[src/rtl/jtcontra_muldiv_arb_if.sv]
// Requester ports and 007452 bus for the two-port multiply/divide arbiter.
// slave is the arbiter side; master is the requesters plus the 007452.
interface jtcontra_muldiv_arb_if;
    logic        req0;
    logic        req1;
    logic        op0;
    logic        op1;
    logic [15:0] opa0;
    logic [15:0] opa1;
    logic [15:0] opb0;
    logic [15:0] opb1;
    logic        ack0;
    logic        ack1;
    logic [15:0] res_lo0;
    logic [15:0] res_lo1;
    logic [15:0] res_hi0;
    logic [15:0] res_hi1;
    logic        busy;
    logic        mdu_cs;
    logic        mdu_wrn;
    logic [2:0]  mdu_addr;
    logic [7:0]  mdu_dout;
    logic [7:0]  mdu_din;

    modport slave (
        input  req0, req1, op0, op1,
        input  opa0, opa1, opb0, opb1,
        input  mdu_din,
        output ack0, ack1,
        output res_lo0, res_lo1, res_hi0, res_hi1,
        output busy,
        output mdu_cs, mdu_wrn, mdu_addr, mdu_dout
    );

    modport master (
        output req0, req1, op0, op1,
        output opa0, opa1, opb0, opb1,
        output mdu_din,
        input  ack0, ack1,
        input  res_lo0, res_lo1, res_hi0, res_hi1,
        input  busy,
        input  mdu_cs, mdu_wrn, mdu_addr, mdu_dout
    );
endinterface

[src/rtl/jtcontra_muldiv_arb.sv]
// Round-robin arbiter sharing one 007452 multiplier/divider between two ports.
// Operands are written, the chip is given its settle time, then results are read.
module jtcontra_muldiv_arb #(
    parameter int MUL_WAIT = 2,
    parameter int DIV_WAIT = 20
) (
    input  logic                       clk,
    input  logic                       rst_n,
    jtcontra_muldiv_arb_if.slave       bus
);

    typedef enum logic [2:0] {
        IDLE,
        WR,
        WAIT,
        RD,
        DONE
    } state_t;

    state_t      st;
    state_t      st_nx;
    logic [7:0]  cnt;
    logic [7:0]  cnt_nx;
    logic [1:0]  beat;
    logic [1:0]  beat_nx;
    logic        gnt;
    logic        gnt_nx;
    logic        lat;
    logic        rd_en;
    logic        fin;
    logic [1:0]  last_beat;

    logic        op;
    logic [15:0] opa;
    logic [15:0] opb;
    logic [31:0] res;
    logic [31:0] res_nx;

    logic [15:0] lo0;
    logic [15:0] lo1;
    logic [15:0] hi0;
    logic [15:0] hi1;

    logic        cs;
    logic        wrn;
    logic [2:0]  addr;
    logic [7:0]  dout;

    assign last_beat = op ? 2'd3 : 2'd1;

    always_ff @(posedge clk or negedge rst_n) begin
        if (!rst_n) begin
            st   <= IDLE;
            cnt  <= 8'd0;
            beat <= 2'd0;
            // port 1 counts as last granted, so port 0 wins first
            gnt  <= 1'b1;
        end else begin
            st   <= st_nx;
            cnt  <= cnt_nx;
            beat <= beat_nx;
            gnt  <= gnt_nx;
        end
    end

    always_comb begin
        st_nx   = st;
        cnt_nx  = cnt;
        beat_nx = beat;
        gnt_nx  = gnt;
        lat     = 1'b0;
        rd_en   = 1'b0;
        fin     = 1'b0;
        cs      = 1'b0;
        wrn     = 1'b1;
        addr    = 3'd0;
        dout    = 8'd0;
        unique case (st)
            IDLE: begin
                if (bus.req0 || bus.req1) begin
                    unique case (1'b1)
                        bus.req0 && bus.req1:  gnt_nx = ~gnt;
                        bus.req1 && !bus.req0: gnt_nx = 1'b1;
                        default:               gnt_nx = 1'b0;
                    endcase
                    lat     = 1'b1;
                    beat_nx = 2'd0;
                    st_nx   = WR;
                end
            end
            WR: begin
                cs  = 1'b1;
                wrn = 1'b0;
                if (!op) begin
                    addr = {2'b00, beat[0]};
                    dout = beat[0] ? opb[7:0] : {1'b0, opa[6:0]};
                end else begin
                    unique case (beat)
                        2'd0: begin addr = 3'd2; dout = opb[15:8]; end
                        2'd1: begin addr = 3'd3; dout = opb[7:0];  end
                        2'd2: begin addr = 3'd4; dout = opa[15:8]; end
                        default: begin addr = 3'd5; dout = opa[7:0]; end
                    endcase
                end
                if (beat == last_beat) begin
                    beat_nx = 2'd0;
                    cnt_nx  = op ? 8'(DIV_WAIT - 1) : 8'(MUL_WAIT - 1);
                    st_nx   = WAIT;
                end else begin
                    beat_nx = beat + 2'd1;
                end
            end
            WAIT: begin
                if (cnt == 8'd0) begin
                    st_nx = RD;
                end else begin
                    cnt_nx = cnt - 8'd1;
                end
            end
            RD: begin
                cs    = 1'b1;
                rd_en = 1'b1;
                if (!op) begin
                    addr = {2'b00, beat[0]};
                end else begin
                    unique case (beat)
                        2'd0:    addr = 3'd4;
                        2'd1:    addr = 3'd5;
                        2'd2:    addr = 3'd2;
                        default: addr = 3'd3;
                    endcase
                end
                if (beat == last_beat) begin
                    beat_nx = 2'd0;
                    fin     = 1'b1;
                    st_nx   = DONE;
                end else begin
                    beat_nx = beat + 2'd1;
                end
            end
            DONE: begin
                st_nx = IDLE;
            end
            default: begin
                st_nx = IDLE;
            end
        endcase
    end

    // Read beats map to result bytes in order: lo[7:0], lo[15:8], hi[7:0], hi[15:8]
    always_comb begin
        res_nx = res;
        unique case (beat)
            2'd0:    res_nx[7:0]   = bus.mdu_din;
            2'd1:    res_nx[15:8]  = bus.mdu_din;
            2'd2:    res_nx[23:16] = bus.mdu_din;
            default: res_nx[31:24] = bus.mdu_din;
        endcase
    end

    always_ff @(posedge clk or negedge rst_n) begin
        if (!rst_n) begin
            op  <= 1'b0;
            opa <= 16'd0;
            opb <= 16'd0;
            res <= 32'd0;
            lo0 <= 16'd0;
            lo1 <= 16'd0;
            hi0 <= 16'd0;
            hi1 <= 16'd0;
        end else begin
            if (lat) begin
                op  <= gnt_nx ? bus.op1  : bus.op0;
                opa <= gnt_nx ? bus.opa1 : bus.opa0;
                opb <= gnt_nx ? bus.opb1 : bus.opb0;
                res <= 32'd0;
            end
            if (rd_en) begin
                res <= res_nx;
            end
            // Port outputs load on the last read edge so they are valid with ack
            if (fin) begin
                if (gnt) begin
                    lo1 <= res_nx[15:0];
                    hi1 <= res_nx[31:16];
                end else begin
                    lo0 <= res_nx[15:0];
                    hi0 <= res_nx[31:16];
                end
            end
        end
    end

    assign bus.ack0     = (st == DONE) && !gnt;
    assign bus.ack1     = (st == DONE) && gnt;
    assign bus.res_lo0  = lo0;
    assign bus.res_lo1  = lo1;
    assign bus.res_hi0  = hi0;
    assign bus.res_hi1  = hi1;
    assign bus.busy     = (st != IDLE);
    assign bus.mdu_cs   = cs;
    assign bus.mdu_wrn  = wrn;
    assign bus.mdu_addr = addr;
    assign bus.mdu_dout = dout;

endmodule
[src/flat_wrapper.sv]
// flat-port wrapper written by rule: the top's interface ports become plain ports
module jtcontra_muldiv_arb_flat 
#(
    parameter int MUL_WAIT = 2,
    parameter int DIV_WAIT = 20
)
  (clk, rst_n, bus_req0, bus_req1, bus_op0, bus_op1, bus_opa0, bus_opa1, bus_opb0, bus_opb1, bus_mdu_din, bus_ack0, bus_ack1, bus_res_lo0, bus_res_lo1, bus_res_hi0, bus_res_hi1, bus_busy, bus_mdu_cs, bus_mdu_wrn, bus_mdu_addr, bus_mdu_dout);
  jtcontra_muldiv_arb_if bus_i ();
  input  logic clk;
  input  logic rst_n;
  input wire logic [$bits(bus_i.req0)-1:0] bus_req0;
  input wire logic [$bits(bus_i.req1)-1:0] bus_req1;
  input wire logic [$bits(bus_i.op0)-1:0] bus_op0;
  input wire logic [$bits(bus_i.op1)-1:0] bus_op1;
  input wire logic [$bits(bus_i.opa0)-1:0] bus_opa0;
  input wire logic [$bits(bus_i.opa1)-1:0] bus_opa1;
  input wire logic [$bits(bus_i.opb0)-1:0] bus_opb0;
  input wire logic [$bits(bus_i.opb1)-1:0] bus_opb1;
  input wire logic [$bits(bus_i.mdu_din)-1:0] bus_mdu_din;
  output wire logic [$bits(bus_i.ack0)-1:0] bus_ack0;
  output wire logic [$bits(bus_i.ack1)-1:0] bus_ack1;
  output wire logic [$bits(bus_i.res_lo0)-1:0] bus_res_lo0;
  output wire logic [$bits(bus_i.res_lo1)-1:0] bus_res_lo1;
  output wire logic [$bits(bus_i.res_hi0)-1:0] bus_res_hi0;
  output wire logic [$bits(bus_i.res_hi1)-1:0] bus_res_hi1;
  output wire logic [$bits(bus_i.busy)-1:0] bus_busy;
  output wire logic [$bits(bus_i.mdu_cs)-1:0] bus_mdu_cs;
  output wire logic [$bits(bus_i.mdu_wrn)-1:0] bus_mdu_wrn;
  output wire logic [$bits(bus_i.mdu_addr)-1:0] bus_mdu_addr;
  output wire logic [$bits(bus_i.mdu_dout)-1:0] bus_mdu_dout;
  assign bus_i.req0 = bus_req0;
  assign bus_i.req1 = bus_req1;
  assign bus_i.op0 = bus_op0;
  assign bus_i.op1 = bus_op1;
  assign bus_i.opa0 = bus_opa0;
  assign bus_i.opa1 = bus_opa1;
  assign bus_i.opb0 = bus_opb0;
  assign bus_i.opb1 = bus_opb1;
  assign bus_i.mdu_din = bus_mdu_din;
  assign bus_ack0 = bus_i.ack0;
  assign bus_ack1 = bus_i.ack1;
  assign bus_res_lo0 = bus_i.res_lo0;
  assign bus_res_lo1 = bus_i.res_lo1;
  assign bus_res_hi0 = bus_i.res_hi0;
  assign bus_res_hi1 = bus_i.res_hi1;
  assign bus_busy = bus_i.busy;
  assign bus_mdu_cs = bus_i.mdu_cs;
  assign bus_mdu_wrn = bus_i.mdu_wrn;
  assign bus_mdu_addr = bus_i.mdu_addr;
  assign bus_mdu_dout = bus_i.mdu_dout;
  jtcontra_muldiv_arb #(.MUL_WAIT(MUL_WAIT), .DIV_WAIT(DIV_WAIT)) u_core (.clk(clk), .rst_n(rst_n), .bus(bus_i));
endmodule
[config.mk]
export PLATFORM = sky130hd
export DESIGN_NAME = jtcontra_muldiv_arb_flat
export DESIGN_NICKNAME = d
export VERILOG_FILES = /design/src/rtl/jtcontra_muldiv_arb_if.sv /design/src/rtl/jtcontra_muldiv_arb.sv /design/src/flat_wrapper.sv
export SDC_FILE = /design/constraint.sdc
export NUM_CORES = 1
export LEC_CHECK = 0
export ABC_CLOCK_PERIOD_IN_PS = 2300
export BUFFER_PORTS_ARGS = -buffer_cell sky130_fd_sc_hd__buf_2
export CAP_MARGIN = 20
export CORE_MARGIN = 5
export CORE_UTILIZATION = 49
export DETAILED_ROUTE_END_ITERATION = 8
export PLACE_DENSITY = 0.82
export SYNTH_ARGS = -nofsm -noshare
export SYNTH_HDL_FRONTEND = slang
export SYNTH_SLANG_ARGS = --single-unit
[constraint.sdc]
create_clock -name clk -period 2.3 [get_ports clk]
set_clock_uncertainty 0.05 [all_clocks]
set_input_delay 0.115 -clock clk [delete_from_list [all_inputs] [get_ports clk]]
set_output_delay 0.115 -clock clk [all_outputs]
set_load 0.1 [all_outputs]
# After elaboration in Yosys (flattened, before gate mapping)
# Cells that the tools add are included.
[totals]
ff_bits = 143
output_inout_bits = 80
[op_classes]
n_addsub = 2
eq_ne = 12
mux = 41
n_bitwise = 1
n_reduce_logical = 21
[ops]
columns = ["op", "n"]
rows = [
  ["8-bit two-way mux", 9],
  ["32-bit two-way mux", 2],
  ["16-bit two-way mux", 2],
  ["8-bit one-hot mux with 3 select lines", 1],
  ["3-bit two-way mux", 6],
  ["3-bit one-hot mux with 3 select lines", 2],
  ["8-bit one-hot mux with 2 select lines", 1],
  ["3-bit one-hot mux with 4 select lines", 1],
  ["1-bit two-way mux", 10],
  ["8-bit zero test", 1],
  ["2-bit by 1-bit != test with 1-bit output, second input constant", 4],
  ["8-bit by 1-bit subtractor with 8-bit output, second input constant", 1],
  ["3-bit by 2-bit == test with 1-bit output, second input constant", 2],
  ["2-bit two-way mux", 3],
  ["3-bit one-hot mux with 2 select lines", 1],
  ["2-bit AND reduction", 3],
  ["2-bit nonzero test", 3],
  ["5-bit two-way mux", 1],
  ["1-bit logical AND", 4],
  ["2-bit one-hot mux with 2 select lines", 1],
  ["4-bit AND reduction", 1],
  ["3-bit by 1-bit == test with 1-bit output, second input constant", 1],
  ["3-bit == test, second input constant", 1],
  ["3-bit zero test", 1],
  ["other kinds (14)", 15],
]

# Longest topological paths before layout
# Gate-level depths: netlist of run 1.
[depth]
ltp_word = 6
ltp_mapped = 9
ltp_nobuf = 6

# Worst setup path before layout of run 1
# No wires, ideal clock.
[synth_timing]
path_kind = "register to output"
from = "register u_core.beat[0]"
to = "output port bus_mdu_dout[1]"
t_arrival_ns = 3.827
t_required_ns = 2.135
setup_slack_ns = -1.692
stages_incl_launch_ff = 10
path_cell_list = "dfrtp_1 -> clkbuf_1 -> clkbuf_1 -> inv_1 -> ha_1 -> clkbuf_1 -> a222oi_1 -> nor2_1 -> a21oi_1 -> a211oi_1"
[synth_via]
elab_chain_len = 4
word_cells_on_any_way = 7
[synth_lines]
columns = ["item", "line", "source"]
rows = [
  ["start: declaration", "jtcontra_muldiv_arb.sv:24", "logic [1:0] beat;"],
  ["start signal: assignment", "jtcontra_muldiv_arb.sv:61", "beat <= beat_nx;"],
  ["2-bit == test (tied with other cells)", "jtcontra_muldiv_arb.sv:98", "unique case (beat)"],
  ["8-bit one-hot mux with 3 select lines", "jtcontra_muldiv_arb.sv:98", ""],
  ["8-bit two-way mux (*)", "jtcontra_muldiv_arb.sv:94", "if (!op) begin"],
  ["8-bit two-way mux (*)", "jtcontra_muldiv_arb.sv:78", "unique case (st)"],
  ["end: declaration", "flat_wrapper.sv:30", "output wire logic [$bits(bus_i.mdu_dout)-1:0] bus_mdu_dout;"],
]
# Mark *: on every way between the ends. The rest lies on a longest branch, timed or not.

# Final worst setup path of run 1
[layout_timing]
from = "register u_core.beat[1]"
to = "output port bus_mdu_dout[1]"
[layout_via]
elab_chain_len = 4
word_cells_on_any_way = 6
[layout_lines]
columns = ["item", "line"]
rows = [
  ["2-bit == test (tied with other cells)", "jtcontra_muldiv_arb.sv:98"],
  ["8-bit one-hot mux with 3 select lines (*)", "jtcontra_muldiv_arb.sv:98"],
  ["8-bit two-way mux (*)", "jtcontra_muldiv_arb.sv:94"],
  ["8-bit two-way mux (*)", "jtcontra_muldiv_arb.sv:78"],
]
# Marks and branches as above.

==> metrics.csv, run 1 <==
metric,value,unit
clkTransAtPathRegs,0.06,ns
htreeDepth,4,
n_fill_cell,946,
fin_crit,2.28,ns
fmax,439,MHz
crit_type,reg2out,
dieHeight,126,um
routed_wl,19600,um
synth.mux.area_fraction,10.1,%
crit_required,2.13,ns
setup_viol,0,
synth_xor_area_share,0.264,%
cp_data_arrival_time,2.11,ns
final_nets,933,
synth_fa_ha_area_share,1.32,%
vias,5812,
finalHoldViolations,0,
synth.most_common_cell,dfrtp_1,
synthesis.area,0.00665,mm2
grt_max_degree,70,
rsz0062_at_grt,yes,
crit_fanout,11,
wl_per_cell,18.9,um
ys_seq_area_share,53.9,%
portBuffers,157,
synth_top_cell_by_area,dfrtp_1,
period_share,99.1,%
chipWidth,126,um
drv_cap,0,
drtIter0Drc,391,
fp.dieArea,0.0160,mm2
startpoint_type,flip-flop,
syn_to_final_growth,40.2,%
seq_area,0.00358,mm2
grt_usage,25.2,%
synth_nets,723,
synth_top_family_by_area,compound AO/OA/AOI/OAI gates,
cts_buffers,17,
tritoncts,yes,
synthSimpleGateAreaFrac,11.4,%
synth_ff_type,dfrtp_1,
outcome,"finished, final reports clean",
clock-sinks,143,
endpoint_kind,primary output,
final.setup.tns,0,ns
synth_cells,638,
grt_pass1_wl,32000,um
dp_worst_setup_slack,0.248,ns
final_area,0.00932,mm2
hp-class,in2reg,
synth-compound-area-share,18.3,%
async_reset_ff_share,100,%
ant_nets,0,
slew_headroom,57.6,%
clkLatencyLatePin,0.42,ns
overflow,0,
synth_seq_cells,143,
antenna_found_initial,2,
coreArea,0.0133,mm2
multi_input_area,0.00300,mm2
report.final.slew_viol_count,0,
drive_gt1_share,29.2,%
cts_buffer_depth,2,
cts_root_buf,clkbuf_16,
dr.pass1.iters,6,
gp_congestion,0.832,
hpwl,11800,um
worstMarginPinSlew,0.636,ns
initial_utilization,50.0,%
drc,0,
setup_ws,0.0215,ns
synth_edf_count,0,
avgSynthCellArea,10.4,um2
place_area,0.00793,mm2
grt_pass1_vias,6108,
num_rows,42,
synth.distinct_cells,50,
avgViaCountPerCell,5.60,
synthTopCellsByCount,"dfrtp_1, nand2_1, mux2i_1",
ioPinCount,158,
yosys.area.top_type_share,53.5,%
yosysWarnings,0,
synth_area_leaders,"dfrtp_1, mux2i_1, o21ai_1",
[cell type report]
class                      instances  share of cell area [%]
clock buffer                      20                    4.79
clock inverter                    11                    1.77
antenna                            2                  0.0537
timing repair buffer             247                    20.0
sequential                       143                    38.5
tap                              176                    2.36
inverter                           8                   0.403
multi-input combinational        431                    32.2
[layer usage]
| metal | vias up | global-route usage, % | wire [um] |
|---|---|---|---|
| met2 | 262 | 42.4 | 9760 |
| met1 | 2792 | 29.8 | 7700 |
| met3 | 66 | 6.64 | 1350 |
| li1 | 2692 | - | - |
| met4 | 0 | 12.9 | 831 |
| met5 | - | 0 | 0 |
[metrics by stage]
step | utilization, % | hold WS, ns | instances
finish | 70.1 | 0.0179 | 1038
global route | 70.1 | 0.0213 | 1038
CTS | 69.8 | 0.00173 | 1036
detailed placement | 59.7 | 0.0807 | 934
global placement | 59.7 | 0.0712 | 934
floorplan | - | -0.231 | 638
[cells by family (layout without fill, tap and decap cells)]
logic type | Yosys count | after routing
AOI/OAI and AO/OA | 189 | 189
and+or+nand+nor | 166 | 166
DFF | 143 | 143
muxes | 67 | 67
buffers and inverters | 64 | 286
adders and majority gates | 7 | 7
xor gates and xnor gates | 2 | 2
other | 0 | 2
[layout by cell type, fill, tap and decap left out, types with 6 or more instances in the layout]
cell,instances
o21ai_0,10
dlygate4sd3_1,68
a211oi_4,8
dfrtp_1,139
buf_2,144
a222oi_1,8
a21oi_1,34
clkbuf_16,17
nor2_1,47
a21oi_2,8
o21ai_1,62
buf_12,15
nand2_1,73
mux2i_1,66
buf_4,17
nor2b_1,7
a22o_1,28
and2_1,6
a211oi_1,7
[worst max-delay path: stages (launching register included)]
cell and delay [ns]:
dfrtp_2 0.42, buf_4 0.15, ha_4 0.21, a222oi_1 0.35, nor2_1 0.12, a21oi_2 0.16, a211oi_4 0.09, buf_12 0.18
[path summary, 6_finish.rpt]
check	from	end	slack, ns	cells after the start
min in group asynchronous	rst_n	u_core.bus.res_lo0[6]	0.19	2
worst min register to register	u_core.bus.res_lo1[11]	u_core.bus.res_lo1[11]	0.43	2
worst max-delay path	u_core.beat[1]	bus_mdu_dout[1]	0.02	7
max in group asynchronous	rst_n	u_core.res[24]	1.24	3
worst max register to register	u_core.st[1]	u_core.opa[14]	0.16	5
worst min-delay path	bus_mdu_din[4]	u_core.res[4]	0.02	2
[what timing repair did]
action | CTS | global route
pin swaps | 1 | 6
cloned | 0 | 0
hold buffers | 68 | 0
setup buffers | 3 | 0
gates resized for setup | 8 | 11
endpoints found under the hold margin | 94 | 0
setup endpoints to repair | 10 | 10
[flip-flops by register name, summed over array words and instances (netlist names), 2 cells and up]
name and count:
u_core.bus.res_lo0 16, u_core.cnt 8, u_core.bus.res_hi1 16, u_core.bus.res_lo1 16, u_core.bus.res_hi0 16, u_core.opa 16, u_core.st 3, u_core.beat 2
u_core.opb 16, u_core.res 32
Power of run 1 is not shown: default switching activity piles up to over one toggle a cycle in this logic, so the estimate is an artifact.
==> run 2: changes to the inputs <==
CAP_MARGIN = 25   (was 20)
PLACE_DENSITY = not set   (was 0.82)
PLACE_DENSITY_LB_ADDON = 0.05   (was not set)
==> run 2 against run 1 <==
Compared with the run above: sequential cell count is the same; hold slack gained 0.0031 ns; global-route usage shrank 1.8 points; non-clock buffer count grew 5; critical endpoint is now bus_mdu_dout[6].
==> metrics.csv, run 2 (synthesis results as in run 1) <==
metric,value,unit,change
cp_data_arrival_time,2.12,ns,was 2.11 ns
most-common-layout-cells,"buf_2, dfrtp_1, nand2_1",,unchanged
dr.pass1.iters,5,,was 6
num_rows,42,,unchanged
portBuffers,157,,unchanged
period_share,99.4,%,was 99.1%
vias,5675,,"was 5,812"
clkLatencyLatePin,0.42,ns,about the same
setup_viol,0,,unchanged
wl_per_cell,17.6,um,was 18.9 um
drc,0,,unchanged
crit_required,2.13,ns,about the same
grt_max_degree,70,,unchanged
coreArea,0.0133,mm2,unchanged
cts_root_buf,clkbuf_16,,unchanged
final_area,0.00937,mm2,was 0.00932 mm2
hpwl,11900,um,"was 11,800 um"
hp-class,in2reg,,unchanged
routed_wl,18400,um,"was 19,600 um"
tritoncts,yes,,unchanged
syn_to_final_growth,41.0,%,was 40.2%
startpoint_type,flip-flop,,unchanged
path_cells,buf_4 -> ha_1 -> buf_6 -> nor2_1 -> a21oi_2 -> a211oi_4 -> buf_12,,was buf_4 -> ha_4 -> a222oi_1 -> nor2_1 -> a21oi_2 -> a211oi_4 -> buf_12
avgViaCountPerCell,5.45,,was 5.60
endpoint_kind,primary output,,unchanged
ioPinCount,158,,unchanged
clock-sinks,143,,unchanged
grt_pass1_vias,5750,,"was 6,108"
chipWidth,126,um,unchanged
htreeDepth,4,,unchanged
fin_crit,2.29,ns,was 2.28 ns
outcome,"finished, final reports clean",,unchanged
clkTransAtPathRegs,0.06,ns,about the same
fp.dieArea,0.0160,mm2,unchanged
antenna_found_initial,0,,was 2
gp_congestion,0.792,,was 0.832
ant_nets,0,,unchanged
largest_reg_flops,32,,unchanged
drv_cap,0,,unchanged
report.final.slew_viol_count,0,,unchanged
regMostFlops,u_core.res,,unchanged
rsz0062_at_grt,yes,,unchanged
antennaDiodeCount,0,,was 2
grt_usage,23.4,%,was 25.2%
initial_utilization,50.0,%,unchanged
drtIter0Drc,321,,was 391
cts_buffer_depth,2,,unchanged
final_nets,938,,was 933
slew_headroom,58.4,%,was 57.6%
dieHeight,126,um,unchanged
fmax,437,MHz,was 439 MHz
drive_gt1_share,29.9,%,was 29.2%
layout_commonest_cell,buf_2,,unchanged
cts_buffers,17,,unchanged
grt_pass1_wl,29900,um,"was 32,000 um"
finalHoldViolations,0,,unchanged
crit_fanout,19,,was 11
overflow,0,,unchanged
worstMarginPinSlew,0.624,ns,was 0.636 ns
crit_type,reg2out,,unchanged
critical_path.max_stage_delay,0.43,ns,was 0.42 ns
place_area,0.00798,mm2,was 0.00793 mm2
crit_slowest_cell,dfrtp_2,,unchanged
[run 2: timing repair]
item                                    4_1_cts  5_1_grt
hold buffers                                 67        0
hold endpoints to repair                     96        0
cloned                                        0        0
pin swaps                                     1        9
gates resized for setup                      10       15
endpoints found under the setup margin       11        8
setup buffers                                 1        2
[run 2: worst paths after layout]
kind                                   startpoint                      to  slack, ns  cells after the start
hold reg to reg            u_core.bus.res_lo0[10]  u_core.bus.res_lo0[10]       0.42                      2
max in group asynchronous                   rst_n          u_core.opa[10]       1.26                      3
setup / recovery                   u_core.beat[0]         bus_mdu_dout[6]       0.01                      7
hold / removal                     bus_mdu_din[4]          u_core.res[12]       0.02                      2
min in group asynchronous                   rst_n  u_core.bus.res_lo1[11]       0.20                      2
setup reg to reg                     u_core.st[2]          u_core.opb[10]       0.24                      5
[run 2: routing by layer]
metal	vias up	global-route usage, %	part of all wire [%]
li1	2709	-	-
met1	2772	28.9	41
met2	173	39.7	51
met3	21	7.06	6.5
met4	0	7.07	1.5
met5	-	0	0
[run 2: worst max-delay path: cells and delay by family, from the launching register on]
| kind | cells | cell delay [ns] |
|---|---|---|
| buffers and inverters | 3 | 0.54 |
| DFF | 1 | 0.43 |
| AOI/OAI and AO/OA | 2 | 0.36 |
| adders and majority gates | 1 | 0.22 |
| and+or+nand+nor | 1 | 0.15 |
[run 2: cell type report]
class                           instances  area [um2]
Clock buffer                           22         484
Inverter                                8        37.5
Sequential cell                       143        3580
Fill cell                             998        3930
Clock inverter                         10         134
Timing Repair Buffer                  252        1910
Multi-Input combinational cell        431        2990
Tap cell                              176         220
[run 2: stage by stage]
| step | util (%) | setup slack, ns | setup TNS [ns] | hold WS [ns] | std cells |
|---|---|---|---|---|---|
| 4_1_cts | 70.0 | -0.00262 | -0.00262 | 0.00891 | 1040 |
| 2_1_floorplan | - | -0.0880 | -0.105 | -0.231 | 638 |
| 3_5_place_dp | 60.0 | 0.176 | 0 | 0.0984 | 940 |
| 5_1_grt | 70.4 | -0.0530 | -0.226 | 0.0293 | 1042 |
| 3_3_place_gp | 60.0 | 0.237 | 0 | 0.0949 | 940 |
| 6_report | 70.4 | 0.0142 | 0 | 0.0211 | 1042 |
Power of run 2 is left out for the same reason.
